File: config.mk
export PLATFORM = sky130hd
export DESIGN_NAME = accum_dump
export DESIGN_NICKNAME = d
export VERILOG_FILES = /design/src/rtl/accum_pkg.sv /design/src/rtl/accum_alu.sv /design/src/rtl/accum_dump.sv
export SDC_FILE = /design/constraint.sdc
export NUM_CORES = 1
export LEC_CHECK = 0
export CAP_MARGIN = 20
export CORE_ASPECT_RATIO = 0.9
export CORE_MARGIN = 2
export CORE_UTILIZATION = 40
export CTS_CLUSTER_SIZE = 12
export DETAILED_ROUTE_END_ITERATION = 7
export PLACE_DENSITY_LB_ADDON = 0.12
export SYNTH_ARGS = -nofsm -noshare
export SYNTH_HDL_FRONTEND = slang
export SYNTH_SLANG_ARGS = --single-unit
export TNS_END_PERCENT = 10
File: constraint.sdc
create_clock -name clk -period 8.1 [get_ports clk]
set_input_delay 1.62 -clock clk [delete_from_list [all_inputs] [get_ports clk]]
set_output_delay 1.62 -clock clk [all_outputs]
set_load 0.02 [all_outputs]
File: src/rtl/accum_pkg.sv
// accum_pkg: shared definitions for the integrate-and-dump accumulator.
//   state_e   : FSM states (ACCUM collects samples, HOLD presents a result)
//   frame_max : number of samples a frame holds when dump_len is 0
package accum_pkg;

   typedef enum logic [0:0] {
      ST_ACCUM = 1'b0,
      ST_HOLD  = 1'b1
   } state_e;

   // A dump_len of 0 stands for the full 2^len_width samples.
   function automatic int unsigned frame_max(input int unsigned len_width);
      return 32'd1 << len_width;
   endfunction

endpackage

File: src/rtl/accum_alu.sv
// accum_alu: one add/subtract step of the accumulator.
//   acc    : current accumulator value
//   sample : unsigned input sample, zero-extended to the accumulator width
//   sub    : 1 = subtract sample, 0 = add
//   sat_en : 1 = clamp to 0 / all-ones on overflow, 0 = wrap
//   nxt    : next accumulator value
//   ovf    : carry out of an add or borrow out of a subtract
module accum_alu #(
   parameter int unsigned IN_WIDTH  = 4,
   parameter int unsigned ACC_WIDTH = 8
) (
   input  logic [ACC_WIDTH-1:0] acc,
   input  logic [IN_WIDTH-1:0]  sample,
   input  logic                 sub,
   input  logic                 sat_en,
   output logic [ACC_WIDTH-1:0] nxt,
   output logic                 ovf
);

   logic [ACC_WIDTH:0] acc_ext;
   logic [ACC_WIDTH:0] smp_ext;
   logic [ACC_WIDTH:0] sum;

   always_comb begin
      acc_ext = {1'b0, acc};
      smp_ext = (ACC_WIDTH+1)'(sample);
      sum     = sub ? (acc_ext - smp_ext) : (acc_ext + smp_ext);
      // Both operands are below 2^ACC_WIDTH, so the top bit is the carry
      // for an add and the borrow for a subtract.
      ovf     = sum[ACC_WIDTH];
      if (ovf && sat_en) begin
         nxt = sub ? '0 : '1;
      end else begin
         nxt = sum[ACC_WIDTH-1:0];
      end
   end

endmodule

File: src/rtl/accum_dump.sv
// accum_dump: integrate-and-dump accumulator with valid/ready on both sides.
//   clk, clear            : clock, synchronous active-high reset
//   in_valid/in_ready     : sample handshake; in_data, in_sub, sat_en per sample
//   dump_len              : frame length (0 = 2^LEN_WIDTH), latched on first sample
//   flush                 : close the current non-empty frame early
//   out_valid/out_ready   : result handshake; out_data, out_count, out_ovf
//   acc_q                 : running accumulator (frame total while holding)
module accum_dump
   import accum_pkg::*;
#(
   parameter int unsigned IN_WIDTH  = 4,
   parameter int unsigned ACC_WIDTH = 8,
   parameter int unsigned LEN_WIDTH = 4
) (
   input  logic                 clk,
   input  logic                 clear,
   input  logic                 in_valid,
   output logic                 in_ready,
   input  logic [IN_WIDTH-1:0]  in_data,
   input  logic                 in_sub,
   input  logic                 sat_en,
   input  logic [LEN_WIDTH-1:0] dump_len,
   input  logic                 flush,
   output logic                 out_valid,
   input  logic                 out_ready,
   output logic [ACC_WIDTH-1:0] out_data,
   output logic [LEN_WIDTH:0]   out_count,
   output logic                 out_ovf,
   output logic [ACC_WIDTH-1:0] acc_q
);

   localparam logic [LEN_WIDTH:0] LEN_FULL = (LEN_WIDTH+1)'(frame_max(LEN_WIDTH));

   state_e                 state_q;
   logic [LEN_WIDTH:0]     cnt_q;
   logic [LEN_WIDTH:0]     len_q;
   logic                   ovf_q;
   logic                   in_ready_q;
   logic                   out_valid_q;
   logic [ACC_WIDTH-1:0]   out_data_q;
   logic [LEN_WIDTH:0]     out_count_q;
   logic                   out_ovf_q;

   logic                   accept;
   logic [LEN_WIDTH:0]     len_in;
   logic [LEN_WIDTH:0]     len_eff;
   logic [ACC_WIDTH-1:0]   alu_nxt;
   logic                   alu_ovf;
   logic [ACC_WIDTH-1:0]   acc_d;
   logic [LEN_WIDTH:0]     cnt_d;
   logic                   ovf_d;
   logic                   frame_end;

   accum_alu #(
      .IN_WIDTH  (IN_WIDTH),
      .ACC_WIDTH (ACC_WIDTH)
   ) u_alu (
      .acc    (acc_q),
      .sample (in_data),
      .sub    (in_sub),
      .sat_en (sat_en),
      .nxt    (alu_nxt),
      .ovf    (alu_ovf)
   );

   always_comb begin
      accept    = in_valid && in_ready_q;
      len_in    = (dump_len == '0) ? LEN_FULL : {1'b0, dump_len};
      // First sample of a frame uses the live length; later ones the latched copy.
      len_eff   = (cnt_q == '0) ? len_in : len_q;
      acc_d     = accept ? alu_nxt : acc_q;
      cnt_d     = cnt_q + (LEN_WIDTH+1)'(accept);
      ovf_d     = ovf_q || (accept && alu_ovf);
      frame_end = (accept && (cnt_d == len_eff)) || (flush && (cnt_d != '0));
   end

   always_ff @(posedge clk) begin
      if (clear) begin
         state_q     <= ST_ACCUM;
         acc_q       <= '0;
         cnt_q       <= '0;
         len_q       <= '0;
         ovf_q       <= 1'b0;
         in_ready_q  <= 1'b0;
         out_valid_q <= 1'b0;
         out_data_q  <= '0;
         out_count_q <= '0;
         out_ovf_q   <= 1'b0;
      end else begin
         case (state_q)
            ST_ACCUM: begin
               in_ready_q <= 1'b1;
               acc_q      <= acc_d;
               cnt_q      <= cnt_d;
               ovf_q      <= ovf_d;
               if (accept && (cnt_q == '0)) begin
                  len_q <= len_in;
               end
               if (frame_end) begin
                  state_q     <= ST_HOLD;
                  in_ready_q  <= 1'b0;
                  out_valid_q <= 1'b1;
                  out_data_q  <= acc_d;
                  out_count_q <= cnt_d;
                  out_ovf_q   <= ovf_d;
               end
            end
            ST_HOLD: begin
               if (out_ready) begin
                  state_q     <= ST_ACCUM;
                  in_ready_q  <= 1'b1;
                  out_valid_q <= 1'b0;
                  acc_q       <= '0;
                  cnt_q       <= '0;
                  ovf_q       <= 1'b0;
               end
            end
            default: begin
               state_q <= ST_ACCUM;
            end
         endcase
      end
   end

   assign in_ready  = in_ready_q;
   assign out_valid = out_valid_q;
   assign out_data  = out_data_q;
   assign out_count = out_count_q;
   assign out_ovf   = out_ovf_q;

endmodule

Word-level counts from Yosys, hierarchy flattened
Index checks and enable logic that the tools add are counted.
Storage, ports and cells
  bits in registers: 36
  bits of input ports: 15
  output and inout bits: 24
  word-level logic and storage cells: 51
Operators by class
  add/subtract/negate cells: 3
  eq/ne operators: 3
  mux-type cells: 20
  bitwise operators: 1
  reductions and logical operators: 14
Operator list (number)
  $mux W8: 4
  $pmux W8 S2: 1
  $mux W5: 3
  $pmux W5 S2: 1
  $add A8 B4 Y9: 1
  $mux W9: 1
  $sub A8 B4 Y9: 1
  $pmux W1 S2: 4
  $logic_and A1 B1 Y1: 6
  $mux W1: 6
  $reduce_and A2 Y1: 3
  $add A5 B1 Y5: 1
  $eq A5 B5 Y1: 1
  $logic_not A5 Y1: 1
  $reduce_bool A5 Y1: 1
  $logic_not A4 Y1: 1
  $ne A2 B2 Y1 const B: 2
  $logic_or A1 B1 Y1: 2
  $not A1 Y1: 1

Depth between registers and ports, before layout
  depth after elaboration: 8
  mapped depth: 13
  mapped depth without buffers: 13

Modules after synthesis
Synthesis repeated with hierarchy kept, for this count alone.
Second synthesis, totals
  cells, all modules: 268
  area, all modules: 2377.3 um^2
Modules (own cells, without submodules)
  accum_dump: times used 1, cells each 200, area an instance 1829.3 um^2
  accum_alu: times used 1, cells each 68, area an instance 548.0 um^2

Worst setup path after synthesis
OpenSTA, ideal clock, no wires.
  path kind: input to register
  start: input port in_data[0]
  end: register acc_q[7]
  setup time: 71 ps
  arrival time: 4081 ps
  data required time: 8029 ps
  slack: 3948 ps
  stages on the path: 13
  cells stage by stage: inv_1 ha_1 nor3b_1 nor2_1 inv_1 ha_1 o211ai_1 a21oi_1 o21ai_1 mux2_2 nor3_1 o221ai_1 a21oi_1
Between the ends
  word-level cells in the longest chain between the ends: 6
  elaborated cells between the ends (all ways): 7
  classes of those cells: add/sub (2); mux (4); reduce/logical (1)
Ends and longest elaborated chain
  start, declared: line accum_dump.sv:19  | input logic [IN_WIDTH-1:0] in_data,
  $add A8 B4 Y9 / $sub A8 B4 Y9 (equally long branches): line accum_alu.sv:27  | sum = sub ? (acc_ext - smp_ext) : (acc_ext + smp_ext);
  $mux W9 (*): line accum_alu.sv:27
  $logic_and A1 B1 Y1: line accum_alu.sv:31  | if (ovf && sat_en) begin
  $mux W8 (*): line accum_alu.sv:31
  $mux W8 (*): line accum_dump.sv:71  | acc_d = accept ? alu_nxt : acc_q;
  $pmux W8 S2 (*): line accum_dump.sv:90  | case (state_q)
  end signal, assigned: line accum_dump.sv:80  | acc_q <= '0;
  end signal, assigned: line accum_dump.sv:93  | acc_q <= acc_d;
  end signal, assigned: line accum_dump.sv:113  | acc_q <= '0;
  end, declared: line accum_dump.sv:29  | output logic [ACC_WIDTH-1:0] acc_q
Mark *: on every way between the ends. The rest lies on a longest branch, timed or not.
A chain may end at the register's enable or synchronous reset.

Worst setup path in the final report
  start: input port in_valid
  end: register out_ovf_q (netlist: out_ovf)
Between the ends
  word-level cells in the longest chain between the ends: 6
  elaborated cells between the ends (all ways): 10
  classes of those cells: add/sub (1); eq/ne (1); reduce/logical (8)
Ends and longest elaborated chain
  start, declared: line accum_dump.sv:17  | input logic in_valid,
  $logic_and A1 B1 Y1 (*): line accum_dump.sv:67  | accept = in_valid && in_ready_q;
  $add A5 B1 Y5: line accum_dump.sv:72  | cnt_d = cnt_q + (LEN_WIDTH+1)'(accept);
  $eq A5 B5 Y1 / $reduce_bool A5 Y1 (equally long branches): line accum_dump.sv:74  | frame_end = (accept && (cnt_d == len_eff)) || (flush && (cnt_d != '0));
  $logic_and A1 B1 Y1: line accum_dump.sv:74
  $logic_or A1 B1 Y1: line accum_dump.sv:74
  $reduce_and A2 Y1 (no source line)
  end signal, assigned: line accum_dump.sv:105  | out_ovf_q <= ovf_d;
  end, declared: line accum_dump.sv:42  | logic out_ovf_q;
Marked as above.

==> flow_metrics.tcl <==
set metrics [dict create \
    status "complete, no violations" \
    die_x_um 83.9 \
    ant_nets 0 \
    post_cts_buffers 0 \
    min_to "out_valid" \
    required_ns 8.28 \
    setup-tns-final_ns 0 \
    fin_cells 379 \
    yosysUniqueCellTypes 50 \
    crit_family "buffers and inverters" \
    crit-reg2reg-launch "in_ready" \
    clock_sinks 36 \
    dp_hpwl_um 3930 \
    ioPinCount 39 \
    vias 2021 \
    crit_chain "clkdlybuf4s50_1 > nand2_1 > inv_1 > ha_1 > ha_1 > nand3_1 > xnor2_1 > nand3_1 > and4b_4 > a31oi_4 > nor3_1 > a31o_1" \
    overflow 0 \
    end_kind "flip-flop" \
    dr.pass1.iters 4 \
    min_delay_path_depth 2 \
    die_y_um 75.9 \
    start_util_pct 40.8 \
    crit_type "primary input to flip-flop" \
    place_congestion 0.816 \
    report.final.slew_viol_count 0 \
    path_max_fanout 24 \
    power-per-cell-area_mw_per_mm2 218 \
    dp_slack_ns 2.75 \
    final_common_cell "clkdlybuf4s50_1" \
    finalCriticalPeriod_ns 5.05 \
    clk_latency_ns 0.29 \
    fp.dieArea_mm2 0.00637 \
    avgSynthCellArea_um2 8.32 \
    crit_path_start_kind "primary input" \
    crit_start "in_valid" \
    fmax_mhz 198 \
    hold_class "flip-flop to flip-flop" \
    drive_above_1_share_pct 6.15 \
    wirelength_um 5360 \
    synth_edf_count 0 \
    synth_top_family_by_area "compound AO/OA/AOI/OAI gates" \
    antenna_found_initial 0 \
    dp_cells 371 \
    maxCapViolCount 0 \
    grt_max_degree 33 \
    postSynth.topFlopCell "dfxtp_1" \
    critical_path_buf_inv_count 2 \
    area_growth_pct 24.6 \
    synthAdderAreaFrac_pct 7.41 \
    syn_inst 276 \
    synth-seq-cells 36 \
    synth-compound-area-share_pct 20.8 \
    critPathMaxStageDelay_ns 0.65 \
    synth_seq_area_share_pct 31.4 \
    drt_iter0_markers 120 \
    power_leakage_nw 1.17 \
    worst_pin_slew_ns 0.798 \
    netlist_area_mm2 0.00230 \
    min_from "out_valid" \
    synth-async-reset-ratio_pct 0 \
    slew_headroom_pct 46.3 \
    n_antenna_cell 0 \
    final_nets 336 \
    cts_resized 0 \
    portBuffers 38 \
    mostFrequentLayoutCells "clkdlybuf4s50_1, nor2_1, dfxtp_1" \
    yosysWarnings 0 \
    vdd_drop_max_mv 0.142 \
    skew_ns 0.00911 \
    rr_endpoint "out_ovf" \
    viasPerCell 5.33 \
    cts_buffer_depth 2 \
    fin_crit_sh_pct 62.3 \
    root_buffer "clkbuf_8" \
    drcViolationCount 0 \
    rsz0062_at_grt "no" \
    cts_tree "built" \
    setup_violations 0 \
    cp_slowest_cell "a31oi_4" \
    rows 26 \
    grt_pass1_vias 1847 \
    core_area_mm2 0.00563 \
    synthXorXnorAreaFrac_pct 5.34 \
    synth_mux_area_share_pct 8.82 \
    worst_slack_ns 3.05 \
    arrival_ns 5.23 \
    holdBufCountCts 0 \
    numCtsBuffers 5 \
    grt_pass1_wl_um 9160 \
    hold_violations 0 \
    dpl_cell_area_mm2 0.00270 \
    grt_usage_pct 18.1 \
    synth_simple_gate_area_share_pct 20.8 \
    r2r_cells 11 \
    postLayoutCellArea_mm2 0.00286 \
    rrSetupSlack_ns 4.49 \
    wire_per_inst_um 14.2 \
    clkSlewWorstSetupHoldPaths_ns 0.07 \
    syn_nets 304 \
    htree_levels 2 \
]
-- metal layers --
layer	routed length [µm]	global-route usage (%)	vias up	part of all wire, %
li1	-	-	1060	-
met1	2910	26.9	916	54
met2	2160	26.5	43	40
met3	272	4.55	2	5.1
met4	21	3.76	0	0.39
met5	0	0	-	0
-- how the worst max path moves through the flow --
stage,endpoint,slack [ns],cells past startpoint
3_3_place_gp,out_ovf,2.81,12
6_report,out_ovf,3.05,12
5_1_grt,out_data[1],2.73,12
2_1_floorplan,acc_q[7],3.95,13
3_5_place_dp,out_ovf,2.75,12
4_1_cts,out_ovf,3.06,12
-- sequential cells by signal, summed over array words and instances, names as in the netlist, 5 cells and up --
| name | flops |
|---|---|
| acc_q | 8 |
| cnt_q | 5 |
| len_q | 5 |
| out_count | 5 |
| out_data | 8 |
-- kinds of logic after synthesis --
kind of cell | count (synthesis)
AND/OR/NAND/NOR | 94
AO/OA/AOI/OAI | 70
flip-flops | 36
buffers and inverters | 29
multiplexers | 20
XOR/XNOR | 14
adder cells (fa/ha/maj) | 13
-- tightest hold or removal path: stages (launching register included) --
cell and delay (ns):
dfxtp_1 0.31, inv_1 0.06, a221oi_2 0.05
-- report_power, final --
| part | total (mW) | switching (mW) | leakage (nW) | internal [mW] |
|---|---|---|---|---|
| Clock | 0.221 | 0.0673 | 0.0784 | 0.154 |
| Combinational | 0.194 | 0.106 | 0.794 | 0.0878 |
| Sequential | 0.208 | 0.0151 | 0.293 | 0.193 |
-- metrics by stage --
step                      power [mW]  hold WS [ns]  utilization [%]
after floorplan                0.350         0.453                -
after global placement         0.407         0.456             48.0
after detailed placement       0.408         0.464             48.0
after CTS                      0.629         0.474             50.8
after global routing           0.662         0.494             50.8
final                          0.623         0.465             50.8
-- synth_stat cells (3+ instances only) --
master / number / area [µm²]
a21oi_1: 18 / 90.1
mux2i_1: 18 / 180
a21o_1: 3 / 22.5
nand2_1: 14 / 52.6
xor2_1: 4 / 35.0
a31oi_1: 3 / 18.8
xnor2_1: 10 / 87.6
nand3_1: 10 / 50.1
inv_1: 15 / 56.3
nor2_1: 37 / 139
o21ai_0: 13 / 65.1
nand2b_1: 5 / 31.3
a22oi_1: 3 / 22.5
ha_1: 12 / 150
dfxtp_1: 36 / 721
clkbuf_1: 10 / 37.5
o211ai_1: 11 / 82.6
nor3_1: 10 / 50.1
-- cell type report --
| type | count | area [µm²] |
|---|---|---|
| Inverter | 15 | 56.3 |
| Clock buffer | 5 | 68.8 |
| Timing Repair Buffer | 39 | 388 |
| Clock inverter | 3 | 90.1 |
| Sequential cell | 36 | 721 |
| Fill cell | 534 | 2770 |
| Tap cell | 70 | 87.6 |
| Multi-Input combinational cell | 211 | 1450 |
Power figures use the tool's default switching activity.
